<file path="src/rtl/systolic_pkg.sv">
// Shared defaults, index helpers and row-entry layout for the systolic result collector.
package systolic_pkg;

  localparam int ARRAY_SIZE_DEF = 4;
  localparam int DATA_W_DEF     = 32;
  localparam int IDX_W          = $clog2(ARRAY_SIZE_DEF);

  typedef struct packed {
    logic [IDX_W-1:0]                     idx;
    logic [ARRAY_SIZE_DEF*DATA_W_DEF-1:0] elems;
  } row_entry_t;

  function automatic int unsigned row_of(input int unsigned k, input int unsigned n);
    return k / n;
  endfunction

  function automatic int unsigned col_of(input int unsigned k, input int unsigned n);
    return k % n;
  endfunction

endpackage

</file>
<file path="src/rtl/collector_row_fifo.sv">
// Synchronous FIFO of completed rows; accepts a push while full when a pop happens in the same cycle.
module collector_row_fifo
  import systolic_pkg::*;
#(
  parameter int W     = 8,
  parameter int DEPTH = 4
) (
  input  logic         clk,
  input  logic         rst_n,
  input  logic         push_i,
  input  logic         pop_i,
  input  logic [W-1:0] din_i,
  output logic [W-1:0] dout_o,
  output logic         full_o,
  output logic         empty_o
);

  localparam int PW = $clog2(DEPTH);

  logic [W-1:0]  mem_q [DEPTH];
  logic [PW-1:0] wr_q, wr_d, rd_q, rd_d;
  logic [PW:0]   cnt_q, cnt_d;
  logic          do_push, do_pop;

  assign full_o  = (cnt_q == (PW+1)'(DEPTH));
  assign empty_o = (cnt_q == '0);
  assign dout_o  = mem_q[rd_q];
  assign do_pop  = pop_i & ~empty_o;
  assign do_push = push_i & (~full_o | do_pop);

  always_comb begin
    wr_d  = wr_q + PW'(do_push);
    rd_d  = rd_q + PW'(do_pop);
    cnt_d = cnt_q + (PW+1)'(do_push) - (PW+1)'(do_pop);
  end

  always_ff @(posedge clk) begin
    if (do_push) mem_q[wr_q] <= din_i;
  end

  always_ff @(posedge clk) begin
    if (!rst_n) begin
      wr_q  <= '0;
      rd_q  <= '0;
      cnt_q <= '0;
    end else begin
      wr_q  <= wr_d;
      rd_q  <= rd_d;
      cnt_q <= cnt_d;
    end
  end

endmodule

</file>
<file path="src/rtl/systolic_result_collector.sv">
// Stages per-PE results into rows, queues completed rows and streams them out.
// Define COLLECTOR_SAT_EN to saturate each element from DATA_W down to OUT_W at queue write.
module systolic_result_collector
  import systolic_pkg::*;
#(
  parameter int ARRAY_SIZE = ARRAY_SIZE_DEF,
  parameter int DATA_W     = DATA_W_DEF,
  parameter int OUT_W      = 16,
  parameter int FIFO_DEPTH = 4
) (
  input  logic                                    clk,
  input  logic                                    rst_n,
  input  logic [ARRAY_SIZE*ARRAY_SIZE-1:0]        finish,
  input  logic [ARRAY_SIZE*ARRAY_SIZE*DATA_W-1:0] psum_flat,
  output logic                                    out_valid,
  input  logic                                    out_ready,
`ifdef COLLECTOR_SAT_EN
  output logic [ARRAY_SIZE*OUT_W-1:0]             out_row,
`else
  output logic [ARRAY_SIZE*DATA_W-1:0]            out_row,
`endif
  output logic [$clog2(ARRAY_SIZE)-1:0]           out_row_idx,
  output logic                                    overflow
);

  localparam int NN = ARRAY_SIZE * ARRAY_SIZE;
  localparam int IW = $clog2(ARRAY_SIZE);
`ifdef COLLECTOR_SAT_EN
  localparam int EW = OUT_W;
`else
  localparam int EW = DATA_W;
`endif
  localparam int ENT_W = IW + ARRAY_SIZE * EW;

  if (OUT_W > DATA_W) begin : g_out_w_check
    $error("OUT_W must not exceed DATA_W");
  end

`ifdef COLLECTOR_SAT_EN
  function automatic logic [OUT_W-1:0] sat_elem(input logic signed [DATA_W-1:0] x);
    logic signed [DATA_W-1:0] hi, lo;
    hi = '0;
    hi[OUT_W-2:0] = '1;
    lo = ~hi;
    if (x > hi)      return {1'b0, {(OUT_W-1){1'b1}}};
    else if (x < lo) return {1'b1, {(OUT_W-1){1'b0}}};
    else             return x[OUT_W-1:0];
  endfunction
`endif

  logic signed [DATA_W-1:0] slot_q [NN];
  logic [NN-1:0]            got_q, got_d, cap;
  logic [ARRAY_SIZE-1:0]    pend_q, pend_d;
  logic                     ovf_q, ovf_d;
  logic                     push, push_any, pop, full, empty;
  logic [IW-1:0]            push_row;
  logic [ARRAY_SIZE*EW-1:0] elems;
  logic [ENT_W-1:0]         push_ent, head_ent;

  assign out_valid = ~empty;
  assign pop       = out_valid & out_ready;

  // A slot is locked once captured, and the whole row stays locked while it waits for the queue.
  always_comb begin
    got_d    = got_q;
    pend_d   = pend_q;
    ovf_d    = ovf_q;
    cap      = '0;
    push_any = 1'b0;
    push_row = '0;
    for (int k = 0; k < NN; k++) begin
      if (finish[k]) begin
        if (got_q[k] | pend_q[row_of(k, ARRAY_SIZE)]) begin
          ovf_d = 1'b1;
        end else begin
          cap[k]   = 1'b1;
          got_d[k] = 1'b1;
        end
      end
    end
    for (int i = 0; i < ARRAY_SIZE; i++) begin
      if (&got_d[i*ARRAY_SIZE +: ARRAY_SIZE]) pend_d[i] = 1'b1;
    end
    for (int i = ARRAY_SIZE - 1; i >= 0; i--) begin
      if (pend_q[i]) begin
        push_any = 1'b1;
        push_row = IW'(i);
      end
    end
    push = push_any & (~full | pop);
    if (push) begin
      pend_d[push_row]                         = 1'b0;
      got_d[push_row*ARRAY_SIZE +: ARRAY_SIZE] = '0;
    end
  end

  always_comb begin
    elems = '0;
    for (int j = 0; j < ARRAY_SIZE; j++) begin
`ifdef COLLECTOR_SAT_EN
      elems[j*EW +: EW] = sat_elem(slot_q[int'(push_row)*ARRAY_SIZE + j]);
`else
      elems[j*EW +: EW] = slot_q[int'(push_row)*ARRAY_SIZE + j];
`endif
    end
    push_ent = {push_row, elems};
  end

  always_ff @(posedge clk) begin
    for (int k = 0; k < NN; k++) begin
      if (cap[k]) slot_q[k] <= psum_flat[k*DATA_W +: DATA_W];
    end
  end

  always_ff @(posedge clk) begin
    if (!rst_n) begin
      got_q  <= '0;
      pend_q <= '0;
      ovf_q  <= 1'b0;
    end else begin
      got_q  <= got_d;
      pend_q <= pend_d;
      ovf_q  <= ovf_d;
    end
  end

  collector_row_fifo #(
    .W     (ENT_W),
    .DEPTH (FIFO_DEPTH)
  ) u_fifo (
    .clk     (clk),
    .rst_n   (rst_n),
    .push_i  (push),
    .pop_i   (pop),
    .din_i   (push_ent),
    .dout_o  (head_ent),
    .full_o  (full),
    .empty_o (empty)
  );

  // Queue memory is not reset, so outputs are forced to zero while nothing is queued.
  assign out_row     = empty ? '0 : head_ent[ARRAY_SIZE*EW-1:0];
  assign out_row_idx = empty ? '0 : head_ent[ENT_W-1 -: IW];
  assign overflow    = ovf_q;

endmodule

</file>
<file path="config.mk">
export PLATFORM = sky130hd
export DESIGN_NAME = systolic_result_collector
export DESIGN_NICKNAME = d
export VERILOG_FILES = /design/src/rtl/systolic_pkg.sv /design/src/rtl/collector_row_fifo.sv /design/src/rtl/systolic_result_collector.sv
export SDC_FILE = /design/constraint.sdc
export NUM_CORES = 1
export LEC_CHECK = 0
export ABC_AREA = 1
export ABC_CLOCK_PERIOD_IN_PS = 14000
export BUFFER_PORTS_ARGS = -buffer_cell sky130_fd_sc_hd__clkbuf_2
export CAP_MARGIN = 20
export CORE_MARGIN = 3
export CORE_UTILIZATION = 45
export CTS_CLUSTER_SIZE = 25
export DETAILED_ROUTE_END_ITERATION = 16
export GPL_ROUTABILITY_DRIVEN = 0
export PLACE_DENSITY = 0.66
export SYNTH_ARGS = -nofsm -noshare
export SYNTH_HDL_FRONTEND = slang
export SYNTH_SLANG_ARGS = --single-unit
</file>
<file path="constraint.sdc">
create_clock -name clk -period 14 [get_ports clk]
set_clock_uncertainty 0.1 [all_clocks]
set_input_delay 0.7 -clock clk [delete_from_list [all_inputs] [get_ports clk]]
set_output_delay 0.7 -clock clk [all_outputs]
set_load 0.02 [all_outputs]
</file>
== Word-level counts from Yosys, hierarchy flattened ==
Memories as Yosys holds them, arrays and structs flattened. A register that Yosys moved wholly into a read port is not among the register bits.
Cells that the tools add are included.
Widths: inputs -> output; s select.

* $add $sub $neg: 8
* Multipliers: 0
* Divide/modulo/power cells: 0
* Magnitude comparators: 2
* Equality and inequality tests: 1
* Shifts and indexed selects: 2
* Mux-type cells: 150
* Bitwise logic cells: 26
* Reduce and logical (&&, ||, !) cells: 6

{| class="wikitable"
|+ Operators with widths
! kind !! count
|-
| $mux 1 || 139
|-
| $mux 128 || 1
|-
| $neg 4->34 || 1
|-
| $shift 4x34->16 const A || 1
|-
| $shiftx 4x34->16 const A || 1
|-
| $or 1x1->1 || 18
|-
| $bwmux 16 || 1
|-
| $mux 16 || 1
|-
| $reduce_and 4->1 || 4
|-
| $mux 2 || 6
|-
| $add 4x2->4 const B || 2
|-
| $add 2x1->2 || 2
|-
| $add 4x1->4 const B || 1
|-
| $and 1x1->1 || 4
|-
| $and 4x4->4 || 1
|-
| $mux 4 || 1
|-
| $not 4->4 || 1
|-
| $add 3x1->3 || 1
|-
| $eq 3x3->1 const B || 1
|-
| $logic_not 3->1 || 1
|-
| $lt 2x3->1 const B || 1
|-
| $sub 3x1->3 || 1
|-
| $demux 1 s2 || 1
|-
| $ge 2x1->1 const B || 1
|-
| 2 further kinds || 3
|}

* Bits in registers: 28
* Latch bits: 0
* Bits in writable memories: 1032
* ROM bits: 0
* Output and inout bits: 132
* Word-level logic and storage cells: 203
* Memories kept: 2

{| class="wikitable"
|+ Memory list
! name !! words !! width !! read ports !! clocked after memory_dff !! wr ports !! RTL line !! RTL
|-
| u_fifo.mem_q || 4 || 130 || 1 || 1 || 1 || collector_row_fifo.sv:20 || <nowiki>logic [W-1:0] mem_q [DEPTH];</nowiki>
|-
| slot_q || 16 || 32 || 4 || 0 || 16 || systolic_result_collector.sv:51 || <nowiki>logic signed [DATA_W-1:0] slot_q [NN];</nowiki>
|}

== Longest topological paths before layout ==
Gate-level depths: netlist of the first run.

* Depth in word-level cells: 33
* Gate-level depth with buffers: 13

== Cells and area by module ==
A second synthesis of the first run with hierarchy kept.

* Cells, all modules: 3250
* Area total of the unflattened synthesis: 41607.4 um^2

{| class="wikitable"
|+ By module, submodules not included
! module !! times used !! cells an instance !! area an instance (um^2)
|-
| collector_row_fifo || 1 || 1575 || 20836.2
|-
| systolic_result_collector || 1 || 1675 || 20771.2
|}

== Least setup slack after synthesis of the first run ==
OpenSTA, ideal clock, no wires.

* Kind: input to register
* Start: input out_ready
* End: memory u_fifo.mem_q[0][0] (netlist bit), enable pin
* Arrival time: 9.751 ns
* Path slack: 3.370 ns
* Cell stages on the path: 4
* Cell sequence: inv_1 -> nand3_1 -> o21ai_1 -> nor3_1

* Word-level cells in the longest chain between the ends: 6
* Elaborated cells between the ends (all ways): 8
* Classes of those cells: 2 x mux; 6 x bitwise

{| class="wikitable"
|+ Ends and longest elaborated chain
! element !! RTL line !! RTL
|-
| from (decl) || systolic_result_collector.sv:16 || <nowiki>input logic out_ready,</nowiki>
|-
| $and 1x1->1 * || systolic_result_collector.sv:61 || <nowiki>assign pop = out_valid & out_ready;</nowiki>
|-
| $or 1x1->1 / $and 1x1->1 (equally long branches) || systolic_result_collector.sv:90, collector_row_fifo.sv:28 ||
|-
| $and 1x1->1 / $or 1x1->1 (equally long branches) || systolic_result_collector.sv:90, collector_row_fifo.sv:29 ||
|-
| $and 1x1->1 * || collector_row_fifo.sv:29 || <nowiki>assign do_push = push_i & (~full_o | do_pop);</nowiki>
|-
| $mux 1 * || collector_row_fifo.sv:38 || <nowiki>if (do_push) mem_q[wr_q] <= din_i;</nowiki>
|-
| $mux 1 (implied by the code) * || collector_row_fifo.sv:38 ||
|-
| to (decl) || collector_row_fifo.sv:20 ||
|}

Mark *: on every way between the ends. The rest lies on a longest branch, timed or not.

==> impl_metrics.py, run 1 <==
metrics = {
    "timing": {
        "min_period_ns": 4.77,
        "final-setup-viol-count": 0,
        "tightest_slew_ns": 1.07,
        "hold_violations": 0,
        "grt_setup_unrepaired": "false",
        "fin_tns_setup_ns": 0,
        "drv_slew": 0,
        "min_period_over_period_pct": 34.1,
        "slew_headroom_pct": 28.5,
        "fmax_mhz": 210,
        "setup_ws_ns": 9.23,
    },
    "clock_network": {
        "cts_buffer_depth": 3,
        "clk_latency_ns": 0.70,
        "cts_tree": "built",
        "cts_hold_buf": 0,
        "cts_root_buf": "clkbuf_16",
        "clkSinkCount": 1060,
        "cts_resized": 0,
        "cts_buffers": 108,
        "post-cts-setup-buffers": 0,
        "clk_pin_slew_ns": 0.06,
        "htree_levels": 3,
    },
    "power": {
        "p_switching_mw": 3.42,
        "pwr-share-seq_pct": 44.3,
        "swShare_pct": 34.3,
        "p_int_mw": 6.56,
        "p_per_area_nw_per_um2": 208,
        "leakagePower_nw": 17.8,
        "total_power_mw": 9.98,
        "p_clk_share_pct": 28.5,
        "comb_power_share_pct": 27.2,
        "ir_worst_vdd_v": 0.000114,
    },
    "global_routing": {
        "grt_usage_pct": 24.4,
        "antenna_found_initial": 36,
        "grt_pass1_wl_um": 169000,
        "grt_pass1_vias": 25950,
        "gr-total-overflow": 0,
        "grt_max_degree": 99,
    },
    "yosys": {
        "synthCells": 2972,
        "synth_commonest_cells": "edfxtp_1 (1032), nor2_1 (556), nand2_1 (408), o21ai_0 (274), a21oi_1 (135)",
        "synth_largest_area_cell": "edfxtp_1",
        "synth.most_common_cell": "edfxtp_1",
        "synth-seq-area-share_pct": 78.8,
        "synth.yosys.warnings": 0,
        "synthArstFlopShare_pct": 0,
        "synth_top_cell_area_share_pct": 77.4,
        "avgSynthCellArea_um2": 13.5,
        "syn_nets": 3508,
        "ys_top_cells_by_area": "edfxtp_1 (77%), nor2_1 (5.2%), nand2_1 (3.8%)",
        "netlist_area_um2": 40000,
        "ys_types": 23,
        "synth_edf_count": 1032,
        "synthFlopType": "edfxtp_1",
        "synth_seq_cells": 1060,
    },
    "worst_hold_path": {
        "hold_class": "in -> reg",
    },
    "routing": {
        "routed.top_layer": "met5",
        "final_antenna_net_count": 0,
        "vias": 26387,
        "routed_via_density": 5.41,
        "met2_length_um": 56900,
        "wire_per_inst_um": 23.6,
        "drc_errors": 0,
        "m1WireLength_um": 45000,
        "drt-total-wl_um": 115000,
        "dr_wl_met3_um": 8980,
        "first_iter_violations": 2643,
        "first_pass_iters": 6,
    },
    "floorplan": {
        "fp.coreArea_um2": 87600,
        "die_height_um": 304,
        "io_pins": 663,
        "die_w_um": 304,
        "die_area_um2": 92600,
        "start_util_pct": 45.7,
        "row_count": 108,
    },
    "critical_path": {
        "criticalPathCategory": "reg -> out",
        "critPathLaunchType": "flop",
        "cp.arrival_ns": 3.97,
        "cp_top_family": "buffers and inverters",
        "end_kind": "output port",
        "critPathRequiredTime_ns": 13.20,
        "slowest_delay_ns": 0.83,
        "critPathBufInv": 3,
        "r2r_slack_ns": 10.31,
        "crit_fanout": 83,
        "path_cells": "buf_4, buf_4, nor2_1, nor2_1, o21ai_0, a21oi_1, clkbuf_2",
        "cp_slowest_cell": "buf_4",
    },
    "outcome": {
        "status": "completed",
    },
    "placement": {
        "dp_hpwl_um": 71900,
        "place_area_um2": 44500,
        "place_worst_setup_slack_ns": 10.0,
        "port_buffers": 662,
    },
    "flow_run": {
        "maxCapViolCount": 0,
    },
    "finish": {
        "design_area_um2": 48100,
        "syn2layout_area_growth_pct": 20.0,
        "nNetsFinal": 4154,
        "drive_above_1_share_pct": 24.3,
    },
}
==> state kept, by name, indices dropped and copies added (netlist names) <==
signal / count
pend_q: 4
u_fifo.wr_q: 2
u_fifo.rd_q: 2
got_q: 16
slot_q: 512
u_fifo.mem_q: 520
overflow: 1
u_fifo.cnt_q: 3
==> final timing paths <==
kind	start	to	cells past startpoint
setup reg to reg	u_fifo.cnt_q[1]$_SDFF_PN0_	u_fifo.cnt_q[2]$_SDFF_PN0_	13
setup / recovery	u_fifo.rd_q[0]$_SDFF_PN0_	out_row[53]	7
hold / removal	psum_flat[508]	slot_q[15][28]$_DFFE_PP_	1
hold reg to reg	u_fifo.cnt_q[1]$_SDFF_PN0_	u_fifo.cnt_q[2]$_SDFF_PN0_	2
==> through the flow <==
step                hold slack [ns]  util [%]  std cells
global placement              0.398      50.8       4663
CTS                          0.0179      54.8       4858
global route                 0.0287      54.9       4877
detailed placement            0.409      50.8       4663
finish                       0.0678      54.9       4880
floorplan                     0.368         -       2972
==> logic make-up (layout without fill, tap and decap cells) <==
group / count (synthesis) / in the layout / synth area share, %
AO/OA/AOI/OAI: 427 / 427 / 5.46
XOR/XNOR: 3 / 3 / 0.0656
adder cells (fa/ha/maj): 5 / 5 / 0.175
buffers and inverters: 229 / 960 / 2.51
flip-flops: 1060 / 1060 / 78.8
other: 0 / 22 / 0
AND/OR/NAND/NOR: 1248 / 1248 / 13.0
==> metal layers <==
| metal | GRT usage (%) | vias up |
|---|---|---|
| met2 | 40.5 | 1144 |
| met5 | 0 | - |
| li1 | - | 12026 |
| met1 | 31.4 | 12969 |
| met4 | 9.88 | 24 |
| met3 | 5.30 | 224 |
==> cell usage in the layout, fill, tap and decap left out <==
master,count
clkinvlp_4,2
nand2_1,408
xnor2_1,3
a21oi_1,135
o21bai_1,16
clkbuf_1,25
nand4_1,132
nand3_1,131
inv_2,3
edfxtp_1,1032
fa_1,1
a21oi_4,1
clkinv_1,15
nor2_1,554
clkbuf_16,109
diode_2,22
nor3_2,20
bufinv_16,12
nor2_4,3
clkinv_16,1
buf_4,49
inv_6,5
clkinv_8,3
clkbuf_2,662
clkinv_2,26
o21ai_1,1
dfxtp_1,26
o21ai_0,274
dfxtp_4,2
inv_16,1
inv_1,47
ha_1,4
==> power groups by stage <==
stage / Clock (mW) / Sequential [mW] / Combinational, mW
after floorplan: 0 / 4.50 / 1.65
after CTS: 2.89 / 4.42 / 2.76
after detailed placement: 0 / 4.49 / 2.75
after global routing: 3.02 / 4.47 / 2.96
after global placement: 0 / 4.48 / 2.72
final: 2.84 / 4.43 / 2.72
==> area by class of cell <==
type | count | area, um2
timing repair buffer | 711 | 3680
clock buffer | 134 | 2820
fill | 7152 | 39500
multi-input combinational | 1683 | 7610
clock inverter | 61 | 669
sequential | 1060 | 31600
tap | 1155 | 1450
antenna | 22 | 55.1
inverter | 54 | 223
Note: power is estimated with default switching activity, not from simulation.
==> run 2, diff against run 1 <==
- ABC_CLOCK_PERIOD_IN_PS: 14000 -> 4100
- PLACE_DENSITY: 0.66 -> 0.69
- clock period: 14 -> 4.1 ns (I/O delays scaled with it)
==> run 2 against run 1 <==
Sequential power rose to 3.4 times the previous value. Sequential share of layout area down 6.9 points. Combinational power grew to 3.7 times the previous value. Via count grew 12%. Worst hold slack improved by 0.040 ns. Power grew to 3.5 times the previous value. Global-route usage up 2.8 points. Clock-buffer cell count shrank 5.
==> impl_metrics.py, run 2 (synthesis gave the netlist of run 1 again) <==
metrics = {
    "routing": {
        "final_antenna_net_count": 0,
        "first_pass_iters": 6,
        "drt-total-wl_um": 129000,
        "drc_errors": 0,
        "first_iter_violations": 3372,
        "routed_via_density": 5.46,
        "wire_per_inst_um": 23.7,
        "vias": 29613,
    },
    "critical_path": {
        "critical_path.most_common_cell": "nor2_1",
        "end_kind": "output port",
        "path_cells": "buf_12, nor2_1, nor2_1, o21ai_0, a21oi_1, clkbuf_2",
        "criticalPathCategory": "reg -> out",
        "slowest_delay_ns": 0.72,
        "cp_slowest_cell": "dfxtp_4",
        "critPathLaunchType": "flop",
        "critPathRequiredTime_ns": 3.80,
        "cp.arrival_ns": 3.15,
        "cp-startpoint": "u_fifo.rd_q[0]$_SDFF_PN0_",
        "crit_fanout": 166,
        "r2r_start": "pend_q[2]$_SDFF_PN0_",
    },
    "power": {
        "leakagePower_nw": 20.1,
        "ir_worst_vdd_v": 0.000480,
        "total_power_mw": 34.9,
        "p_per_area_nw_per_um2": 650,
    },
    "floorplan": {
        "io_pins": 663,
        "start_util_pct": 45.7,
        "die_w_um": 304,
        "die_height_um": 304,
        "row_count": 108,
        "die_area_um2": 92600,
        "fp.coreArea_um2": 87600,
    },
    "finish": {
        "final_util_pct": 61.4,
        "num-fill-cells": 6343,
        "drive_above_1_share_pct": 21.5,
        "largest_reg_flops": 520,
        "final_cell_mix": "edfxtp_1 (1032), clkbuf_2 (662), nor2_1 (553), dlygate4sd3_1 (530), nand2_1 (406)",
        "final_common_cell": "edfxtp_1",
        "syn2layout_area_growth_pct": 34.2,
        "top_register": "u_fifo.mem_q",
        "reg.largest.list": "u_fifo.mem_q (520), slot_q (512), got_q (16)",
        "nNetsFinal": 4688,
    },
    "global_routing": {
        "grt_usage_pct": 27.2,
        "grt_max_degree": 167,
        "antenna_found_initial": 25,
        "gr-total-overflow": 0,
        "grt_pass1_wl_um": 189000,
        "grt_pass1_vias": 30139,
    },
    "clock_network": {
        "cts_root_buf": "clkbuf_16",
        "post-cts-setup-buffers": 0,
        "htree_levels": 3,
        "clk_latency_ns": 0.71,
        "cts_buffers": 107,
        "clk_pin_slew_ns": 0.06,
        "cts_tree": "built",
        "clkSinkCount": 1060,
        "cts_buffer_depth": 3,
    },
    "timing": {
        "final-setup-viol-count": 0,
        "slew_headroom_pct": 35.5,
        "tightest_slew_ns": 0.967,
        "min_period_over_period_pct": 84.2,
        "min_period_ns": 3.45,
        "drv_slew": 0,
        "fmax_mhz": 290,
        "hold_violations": 0,
        "hold_ws_ns": 0.108,
        "grt_setup_unrepaired": "false",
    },
    "outcome": {
        "status": "completed",
    },
    "worst_hold_path": {
        "worstHoldStart": "psum_flat[129]",
        "hold_class": "in -> reg",
    },
    "flow_run": {
        "maxCapViolCount": 0,
    },
    "placement": {
        "dp_hpwl_um": 70900,
        "port_buffers": 662,
    },
}
run 2: per-layer routing:
metal  wire length [um]  part of all wire, %  GRT usage [%]  up-vias
li1                   -                    -              -    13099
met1              47200                   37           33.7    14315
met2              63600                   49           45.7     1822
met3              11300                  8.8           5.67      371
met4               6530                  5.1           13.5        6
met5                 41                0.032              0        -
run 2: stage by stage:
| stage | setup TNS, ns | setup WS [ns] | cell area, um2 | cells |
|---|---|---|---|---|
| final | 0 | 0.649 | 53800 | 5423 |
| after floorplan | -61.78 | -0.153 | 40100 | 2972 |
| after global routing | 0 | 0.471 | 53700 | 5414 |
| after CTS | 0 | 0.587 | 53700 | 5397 |
| after global placement | 0 | 1.43 | 44800 | 4667 |
| after detailed placement | 0 | 1.36 | 44800 | 4668 |
run 2: worst paths after layout:
| kind | end | depth (start not counted) | slack [ns] |
|---|---|---|---|
| worst min-delay path | slot_q[4][1]$_DFFE_PP_ | 2 | 0.11 |
| worst max-delay path | out_row[49] | 6 | 0.65 |
| worst max register to register | u_fifo.mem_q[3][73]$_DFFE_PP_ | 8 | 1.45 |
| worst min register to register | u_fifo.cnt_q[2]$_SDFF_PN0_ | 2 | 0.41 |
run 2: what timing repair did:
item | CTS | global route
hold buffers | 530 | 0
gates resized for setup | 0 | 0
endpoints found under the hold margin | 556 | 0
run 2: area by class of cell:
type                            count  area [um2]  area share (%)
Sequential cell                  1060       31600            58.7
Timing Repair Buffer             1246        9250            17.2
Multi-Input combinational cell   1683        7660            14.3
Clock buffer                      129        2760            5.14
Tap cell                         1155        1450            2.69
Clock inverter                     70         773            1.44
Inverter                           54         223           0.414
Antenna cell                       26        65.1           0.121
run 2: power breakdown:
part           switching, mW  internal [mW]  leakage [nW]
clock                   4.21           5.54          1.70
combinational           7.39           2.69          8.53
sequential             0.543           14.6          9.87
run 2: critical path, delay by kind of cell, from the launching register on:
family          cells  cell delay [ns]
flops               1             0.72
simple gates        2             0.30
buf+inv             2             0.83
compound gates      2             0.48
